**src/rtl/mc_ctrl_pkg.sv**
```systemverilog
// ============================================================================
// Module  : mc_ctrl_pkg
// Brief   : Shared opcode/funct constants, state and instruction-class types
//           for the multi-cycle control unit.
// Revision: 1.0 - initial release
// ============================================================================
`default_nettype none

package mc_ctrl_pkg;

    localparam logic [5:0] OP_RTYPE = 6'h00;
    localparam logic [5:0] OP_J     = 6'h02;
    localparam logic [5:0] OP_BEQ   = 6'h04;
    localparam logic [5:0] OP_BNE   = 6'h05;
    localparam logic [5:0] OP_ADDI  = 6'h08;
    localparam logic [5:0] OP_ANDI  = 6'h0C;
    localparam logic [5:0] OP_ORI   = 6'h0D;
    localparam logic [5:0] OP_LW    = 6'h23;
    localparam logic [5:0] OP_SW    = 6'h2B;

    localparam logic [5:0] F_ADD = 6'h20;
    localparam logic [5:0] F_SUB = 6'h22;
    localparam logic [5:0] F_AND = 6'h24;
    localparam logic [5:0] F_OR  = 6'h25;

    localparam logic [1:0] TRAP_NONE    = 2'd0;
    localparam logic [1:0] TRAP_ILLEGAL = 2'd1;
    localparam logic [1:0] TRAP_TIMEOUT = 2'd2;

    typedef enum logic [2:0] {
        ST_IDLE   = 3'd0,
        ST_FETCH  = 3'd1,
        ST_DECODE = 3'd2,
        ST_EXEC   = 3'd3,
        ST_MEM    = 3'd4,
        ST_WB     = 3'd5,
        ST_TRAP   = 3'd6
    } state_t;

    typedef enum logic [3:0] {
        CLS_R    = 4'd0,
        CLS_ADDI = 4'd1,
        CLS_ANDI = 4'd2,
        CLS_ORI  = 4'd3,
        CLS_LW   = 4'd4,
        CLS_SW   = 4'd5,
        CLS_BEQ  = 4'd6,
        CLS_BNE  = 4'd7,
        CLS_J    = 4'd8
    } cls_t;

    // Control-flow instructions finish in EXEC and never reach MEM/WB.
    function automatic logic cls_retires_in_exec(input cls_t c);
        return (c == CLS_BEQ) || (c == CLS_BNE) || (c == CLS_J);
    endfunction

endpackage

`default_nettype wire

```
**src/rtl/mc_ctrl_decode.sv**
```systemverilog
// ============================================================================
// Module  : mc_ctrl_decode
// Brief   : Combinational opcode to instruction-class decoder with illegal flag.
// Revision: 1.0 - initial release
// ============================================================================
`default_nettype none

module mc_ctrl_decode
    import mc_ctrl_pkg::*;
#(
    parameter int OP_W = 6
) (
    input  logic [OP_W-1:0] opcode,
    output cls_t            cls,
    output logic            illegal
);

    always_comb begin
        cls     = CLS_R;
        illegal = 1'b0;
        case (opcode)
            OP_W'(OP_RTYPE): cls = CLS_R;
            OP_W'(OP_ADDI):  cls = CLS_ADDI;
            OP_W'(OP_ANDI):  cls = CLS_ANDI;
            OP_W'(OP_ORI):   cls = CLS_ORI;
            OP_W'(OP_LW):    cls = CLS_LW;
            OP_W'(OP_SW):    cls = CLS_SW;
            OP_W'(OP_BEQ):   cls = CLS_BEQ;
            OP_W'(OP_BNE):   cls = CLS_BNE;
            OP_W'(OP_J):     cls = CLS_J;
            default:         illegal = 1'b1;
        endcase
    end

endmodule

`default_nettype wire

```
**src/rtl/mc_ctrl.sv**
```systemverilog
// ============================================================================
// Module  : mc_ctrl
// Brief   : Multi-cycle controller sequencing FETCH/DECODE/EXEC/MEM/WB with a
//           memory handshake, illegal-opcode and timeout traps, retire counter.
// Revision: 1.0 - initial release
// ============================================================================
`default_nettype none

module mc_ctrl
    import mc_ctrl_pkg::*;
#(
    parameter int OP_W        = 6,
    parameter int CNT_W       = 16,
    parameter int MEM_TIMEOUT = 8
) (
    input  logic             clk,
    input  logic             rst_n,
    input  logic             load,
    input  logic [OP_W-1:0]  opcode,
    input  logic [OP_W-1:0]  funct,
    input  logic             zero,
    input  logic             mem_ready,
    output logic             mem_req,
    output logic             mem_we,
    output logic             ir_write,
    output logic             pc_write,
    output logic             write,
    output logic [OP_W-1:0]  alu_funct,
    output logic             rd_mux_s,
    output logic             op2_mux_s,
    output logic             branch_mux_s,
    output logic             wb_mux_s,
    output logic             trap,
    output logic [1:0]       trap_code,
    output logic [CNT_W-1:0] retired
);

    localparam int              TMO_W    = (MEM_TIMEOUT > 1) ? $clog2(MEM_TIMEOUT) : 1;
    localparam logic [TMO_W-1:0] TMO_LAST = TMO_W'(MEM_TIMEOUT - 1);

    state_t             r_state;
    cls_t               r_cls;
    logic [TMO_W-1:0]   r_tmo;
    logic               r_trap;
    logic [1:0]         r_trap_code;
    logic [CNT_W-1:0]   r_retired;

    cls_t               w_cls;
    logic               w_illegal;
    logic               w_waiting;
    logic               w_expire;
    logic               w_taken;
    logic               w_retire;
    logic               w_active;

    mc_ctrl_decode #(
        .OP_W    (OP_W)
    ) u_decode (
        .opcode  (opcode),
        .cls     (w_cls),
        .illegal (w_illegal)
    );

    assign w_waiting = (r_state == ST_FETCH) || (r_state == ST_MEM);
    // mem_ready arriving on the final allowed cycle wins over the timeout.
    assign w_expire  = w_waiting && !mem_ready && (r_tmo == TMO_LAST);
    assign w_taken   = (r_cls == CLS_J) ||
                       ((r_cls == CLS_BEQ) && zero) ||
                       ((r_cls == CLS_BNE) && !zero);
    assign w_retire  = ((r_state == ST_EXEC) && cls_retires_in_exec(r_cls)) ||
                       ((r_state == ST_MEM) && mem_ready && (r_cls == CLS_SW)) ||
                       (r_state == ST_WB);

    always_ff @(posedge clk or negedge rst_n) begin
        if (!rst_n) begin
            r_state     <= ST_IDLE;
            r_cls       <= CLS_R;
            r_tmo       <= '0;
            r_trap      <= 1'b0;
            r_trap_code <= TRAP_NONE;
            r_retired   <= '0;
        end else begin
            // Wait counter only survives while stalling in FETCH/MEM.
            r_tmo <= '0;
            case (r_state)
                ST_IDLE: begin
                    if (!load) begin
                        r_state <= ST_FETCH;
                    end
                end
                ST_FETCH: begin
                    if (mem_ready) begin
                        r_state <= ST_DECODE;
                    end else if (w_expire) begin
                        r_state     <= ST_TRAP;
                        r_trap      <= 1'b1;
                        r_trap_code <= TRAP_TIMEOUT;
                    end else begin
                        r_tmo <= r_tmo + TMO_W'(1);
                    end
                end
                ST_DECODE: begin
                    r_cls <= w_cls;
                    if (w_illegal) begin
                        r_state     <= ST_TRAP;
                        r_trap      <= 1'b1;
                        r_trap_code <= TRAP_ILLEGAL;
                    end else begin
                        r_state <= ST_EXEC;
                    end
                end
                ST_EXEC: begin
                    if (cls_retires_in_exec(r_cls)) begin
                        r_state <= load ? ST_IDLE : ST_FETCH;
                    end else if ((r_cls == CLS_LW) || (r_cls == CLS_SW)) begin
                        r_state <= ST_MEM;
                    end else begin
                        r_state <= ST_WB;
                    end
                end
                ST_MEM: begin
                    if (mem_ready) begin
                        if (r_cls == CLS_SW) begin
                            r_state <= load ? ST_IDLE : ST_FETCH;
                        end else begin
                            r_state <= ST_WB;
                        end
                    end else if (w_expire) begin
                        r_state     <= ST_TRAP;
                        r_trap      <= 1'b1;
                        r_trap_code <= TRAP_TIMEOUT;
                    end else begin
                        r_tmo <= r_tmo + TMO_W'(1);
                    end
                end
                ST_WB: begin
                    r_state <= load ? ST_IDLE : ST_FETCH;
                end
                ST_TRAP: begin
                    r_state <= ST_TRAP;
                end
                default: begin
                    r_state <= ST_IDLE;
                end
            endcase
            if (w_retire) begin
                r_retired <= r_retired + CNT_W'(1);
            end
        end
    end

    // ALU/mux selects stay valid through MEM and WB so the datapath result is stable.
    assign w_active = (r_state == ST_EXEC) || (r_state == ST_MEM) || (r_state == ST_WB);

    always_comb begin
        alu_funct = '0;
        rd_mux_s  = 1'b0;
        op2_mux_s = 1'b0;
        if (w_active) begin
            case (r_cls)
                CLS_R: begin
                    alu_funct = funct;
                    rd_mux_s  = 1'b1;
                end
                CLS_ADDI, CLS_LW, CLS_SW: begin
                    alu_funct = OP_W'(F_ADD);
                    op2_mux_s = 1'b1;
                end
                CLS_ANDI: begin
                    alu_funct = OP_W'(F_AND);
                    op2_mux_s = 1'b1;
                end
                CLS_ORI: begin
                    alu_funct = OP_W'(F_OR);
                    op2_mux_s = 1'b1;
                end
                CLS_BEQ, CLS_BNE: begin
                    alu_funct = OP_W'(F_SUB);
                end
                default: begin
                    alu_funct = '0;
                end
            endcase
        end
    end

    always_comb begin
        mem_req      = w_waiting;
        mem_we       = (r_state == ST_MEM) && (r_cls == CLS_SW);
        ir_write     = (r_state == ST_FETCH) && mem_ready;
        pc_write     = ((r_state == ST_FETCH) && mem_ready) ||
                       ((r_state == ST_EXEC) && w_taken);
        branch_mux_s = (r_state == ST_EXEC) && w_taken;
        write        = (r_state == ST_WB);
        wb_mux_s     = (r_state == ST_WB) && (r_cls == CLS_LW);
    end

    assign trap      = r_trap;
    assign trap_code = r_trap_code;
    assign retired   = r_retired;

endmodule

`default_nettype wire

```
**config.mk**
```make
export PLATFORM = sky130hd
export DESIGN_NAME = mc_ctrl
export DESIGN_NICKNAME = d
export VERILOG_FILES = /design/src/rtl/mc_ctrl_pkg.sv /design/src/rtl/mc_ctrl_decode.sv /design/src/rtl/mc_ctrl.sv
export SDC_FILE = /design/constraint.sdc
export NUM_CORES = 1
export LEC_CHECK = 0
export BUFFER_PORTS_ARGS = -buffer_cell sky130_fd_sc_hd__clkbuf_2
export CAP_MARGIN = 20
export CORE_ASPECT_RATIO = 0.5
export CORE_MARGIN = 8
export CORE_UTILIZATION = 51
export DETAILED_ROUTE_END_ITERATION = 10
export PLACE_DENSITY_LB_ADDON = 0.05
export SLEW_MARGIN = 20
export SYNTH_ARGS = -nofsm -noshare
export SYNTH_HDL_FRONTEND = slang
export SYNTH_SLANG_ARGS = --single-unit
```
**constraint.sdc**
```tcl
create_clock -name clk -period 2.09 [get_ports clk]
set_clock_uncertainty 0.05 [all_clocks]
set_input_delay 0.418 -clock clk [delete_from_list [all_inputs] [get_ports clk]]
set_output_delay 0.418 -clock clk [all_outputs]
set_load 0.05 [all_outputs]
```
==> impl_metrics.yaml <==
sta:
  finalWorstSetupSlack_ps: -12.80
  setup_violations: 1
  finalHoldViolations: 0
  tns_ps: -12.80
  period_share_pct: 100.6
  rsz0062_at_grt: "yes"
  tightest_slew_ps: 709.6
  report.final.slew_viol_count: 0
  fmax_mhz: 475.6
  max-slew-margin-rel_pct: 52.70
  period_minus_slack_ps: 2103
run:
  drv_cap: 0
synth:
  ys_ff_latch: 29
  synthMuxAreaShare_pct: 0
  synthFlopType: "dfrtp_1"
  synth-simple-area-share_pct: 25.95
  ys_seq_area_share_pct: 42.99
  yosysTopAreaCell: "dfrtp_1"
  netlist_area_um2: 1688
  synth_cell_type_count: 43
  synthXorXnorAreaFrac_pct: 8.302
  syn-mean-instance-area_um2: 9.124
  synth-compound-area-share_pct: 16.23
  async_flop_share_pct: 100.0
  synth_area_leaders: "dfrtp_1, xnor2_1, nand2_1, and3_1, nor2_1"
  netlist_instances: 185
  synth-edff-count: 0
  synth_top_family_by_area: "simple AND/OR/NAND/NOR gates"
  yosysWarnings: 0
  yosys.area_share.adder_pct: 2.224
  synth_fp_nets: 205
  yosysTopAreaCellShare_pct: 42.99
worst_hold_path:
  worstHoldPathType: "input port to asynchronous set/reset pin"
finish:
  final_cells: 292
  area_growth_pct: 40.33
  ff_latch_area_um2: 729.5
  final_cell_mix: "clkbuf_2, dfrtp_1, nand2_1"
  final_common_cell: "clkbuf_2"
  multiInputGateArea_um2: 1006
  nFillCells: 224
  drive_gt1_share_pct: 41.27
  n_antenna_cell: 0
  fin_nets: 271
floorplan:
  dieArea_um2: 5518
  placementRows: 14
  die_x_um: 97.36
  coreArea_um2: 3083
  start_util_pct: 54.75
  die_h_um: 56.68
  io_pins: 51
place:
  dp_hpwl_um: 3260
  port-buffer-count: 50
  place.gp.congestion: 0.8778
  dp_cells: 277
clocking:
  cts_hold_buf: 0
  clock_latency_ps: 280
  cts-root-buf: "clkbuf_8"
  cts_buffer_depth: 2
  cts.sinks: 29
  htreeDepth: 2
  cts_made_buffers: 5
  cts_tree: "yes"
  path_clk_slew_ps: 70
critical_path:
  cp-end-kind: "output port"
  r2r_setup_slack_ps: 70
  worst-path-max-fanout: 6
  crit_slowest_cell: "dfrtp_2"
  criticalPathCategory: "register to output port"
  cp.required_ps: 1620
  r2r_cells: 7
  critPathBufInv: 1
  startpoint_type: "register"
  rr_endpoint: "retired[15]"
  cpPeakStageDelay_ps: 460
  arrival_ps: 1630
  path_delay_family: "flip-flops"
  rr_startpoint: "r_cls[2]"
  crit_chain: "nor3b_4, a31oi_1, o32a_1, nor2_2, or2_4, buf_12"
route:
  drt_iter0_drc: 91
  wl_per_cell_um: 15.55
  highest_layer: "met3"
  first_pass_iters: 4
  met1_length_um: 2093
  finalWirelength_um: 4540
  wl_met3_um: 318
  viasPerCell: 5.531
  num_vias: 1615
  ant_nets: 0
  wl_met2_um: 2128
  drc: 0
grt:
  grt_pass1_vias: 1502
  grt_max_degree: 30
  track_usage_pct: 15.35
  grt_pass1_wl_um: 7044
  antenna_found_initial: 0
  grt_overflow: 0
pwr:
  peakVddDrop_v: 0.001528
  pwr_density_cell_nw_per_um2: 1485
  p_leak_nw: 1.060
status:
  status: "finished, violations left"
  violations: "negative setup slack"
-- layer usage --
metal	vias to the layer above	GRT usage (%)
met5	-	0
met1	752	18.14
met4	0	2.778
met3	0	6.829
met2	66	25.48
li1	797	-
-- per-stage QoR --
step | cell area (µm²) | power (mW) | hold WS [ps] | worst slack, ps | utilization, %
global placement | 2103 | 2.642 | 370.4 | 217.4 | 68.22
detailed placement | 2103 | 2.678 | 374.7 | 138.9 | 68.22
global route | 2369 | 3.721 | 184.2 | -78.45 | 76.83
CTS | 2267 | 3.278 | 156.3 | 6.643 | 73.54
floorplan | 1740 | 2.162 | 72.41 | -238.0 | -
finish | 2369 | 3.517 | 132.3 | -12.80 | 76.83
-- timing repair --
action,CTS,global route
buffers inserted,4,3
cloned,0,0
gates resized for setup,14,30
hold endpoints to repair,0,0
endpoints found under the setup margin,10,14
pin swaps,1,4
-- Yosys cell counts, types with 2 or more instances --
master	n
dfrtp_1	29
nand2_1	19
nor2_1	15
xnor2_1	10
a21oi_1	9
and3_1	9
inv_1	8
nor3_1	8
o21ai_0	7
nand3_1	6
nand4_1	6
xor2_1	6
nand2b_1	5
buf_2	4
and2_1	3
ha_1	3
nor2b_1	3
nor4_1	3
a211oi_1	2
a21o_1	2
a22o_1	2
a41oi_1	2
clkbuf_1	2
nor3b_1	2
o32ai_1	2
-- area by class of cell --
cell class              instances  share of cell area [%]
inverters                       8                   1.268
clock inverters                 1                  0.2113
clock buffers                   7                   4.068
multi-input cells             140                   42.47
well taps                      40                   2.113
flip-flops and latches         29                   30.80
repair buffers                 67                   19.07
-- worst max path at each step --
stage | startpoint | endpoint | depth (start not counted)
after CTS | r_state[2] | alu_funct[0] | 5
after floorplan | r_cls[1] | pc_write | 5
final | r_cls[3] | pc_write | 6
after global routing | r_cls[3] | pc_write | 6
after global placement | r_cls[2] | pc_write | 6
after detailed placement | r_cls[1] | retired[13] | 5
-- sequential cells by signal, indices dropped and copies added (netlist names) --
signal and cells:
r_tmo 3, trap_code 2, trap 1, r_cls 4, r_state 3, retired 16
-- cells by family after synthesis --
logic type	Yosys count
flops	29
compound gates	38
simple gates	83
xor+xnor	16
fa+ha+maj	3
buf+inv	16
-- power by group --
part	leakage [nW]	total (mW)	switching, mW	internal, mW
clock	0.0542	0.507	0.210	0.297
combinational	0.660	2.19	1.36	0.827
sequential	0.346	0.822	0.148	0.674
Power figures use the tool's default switching activity.
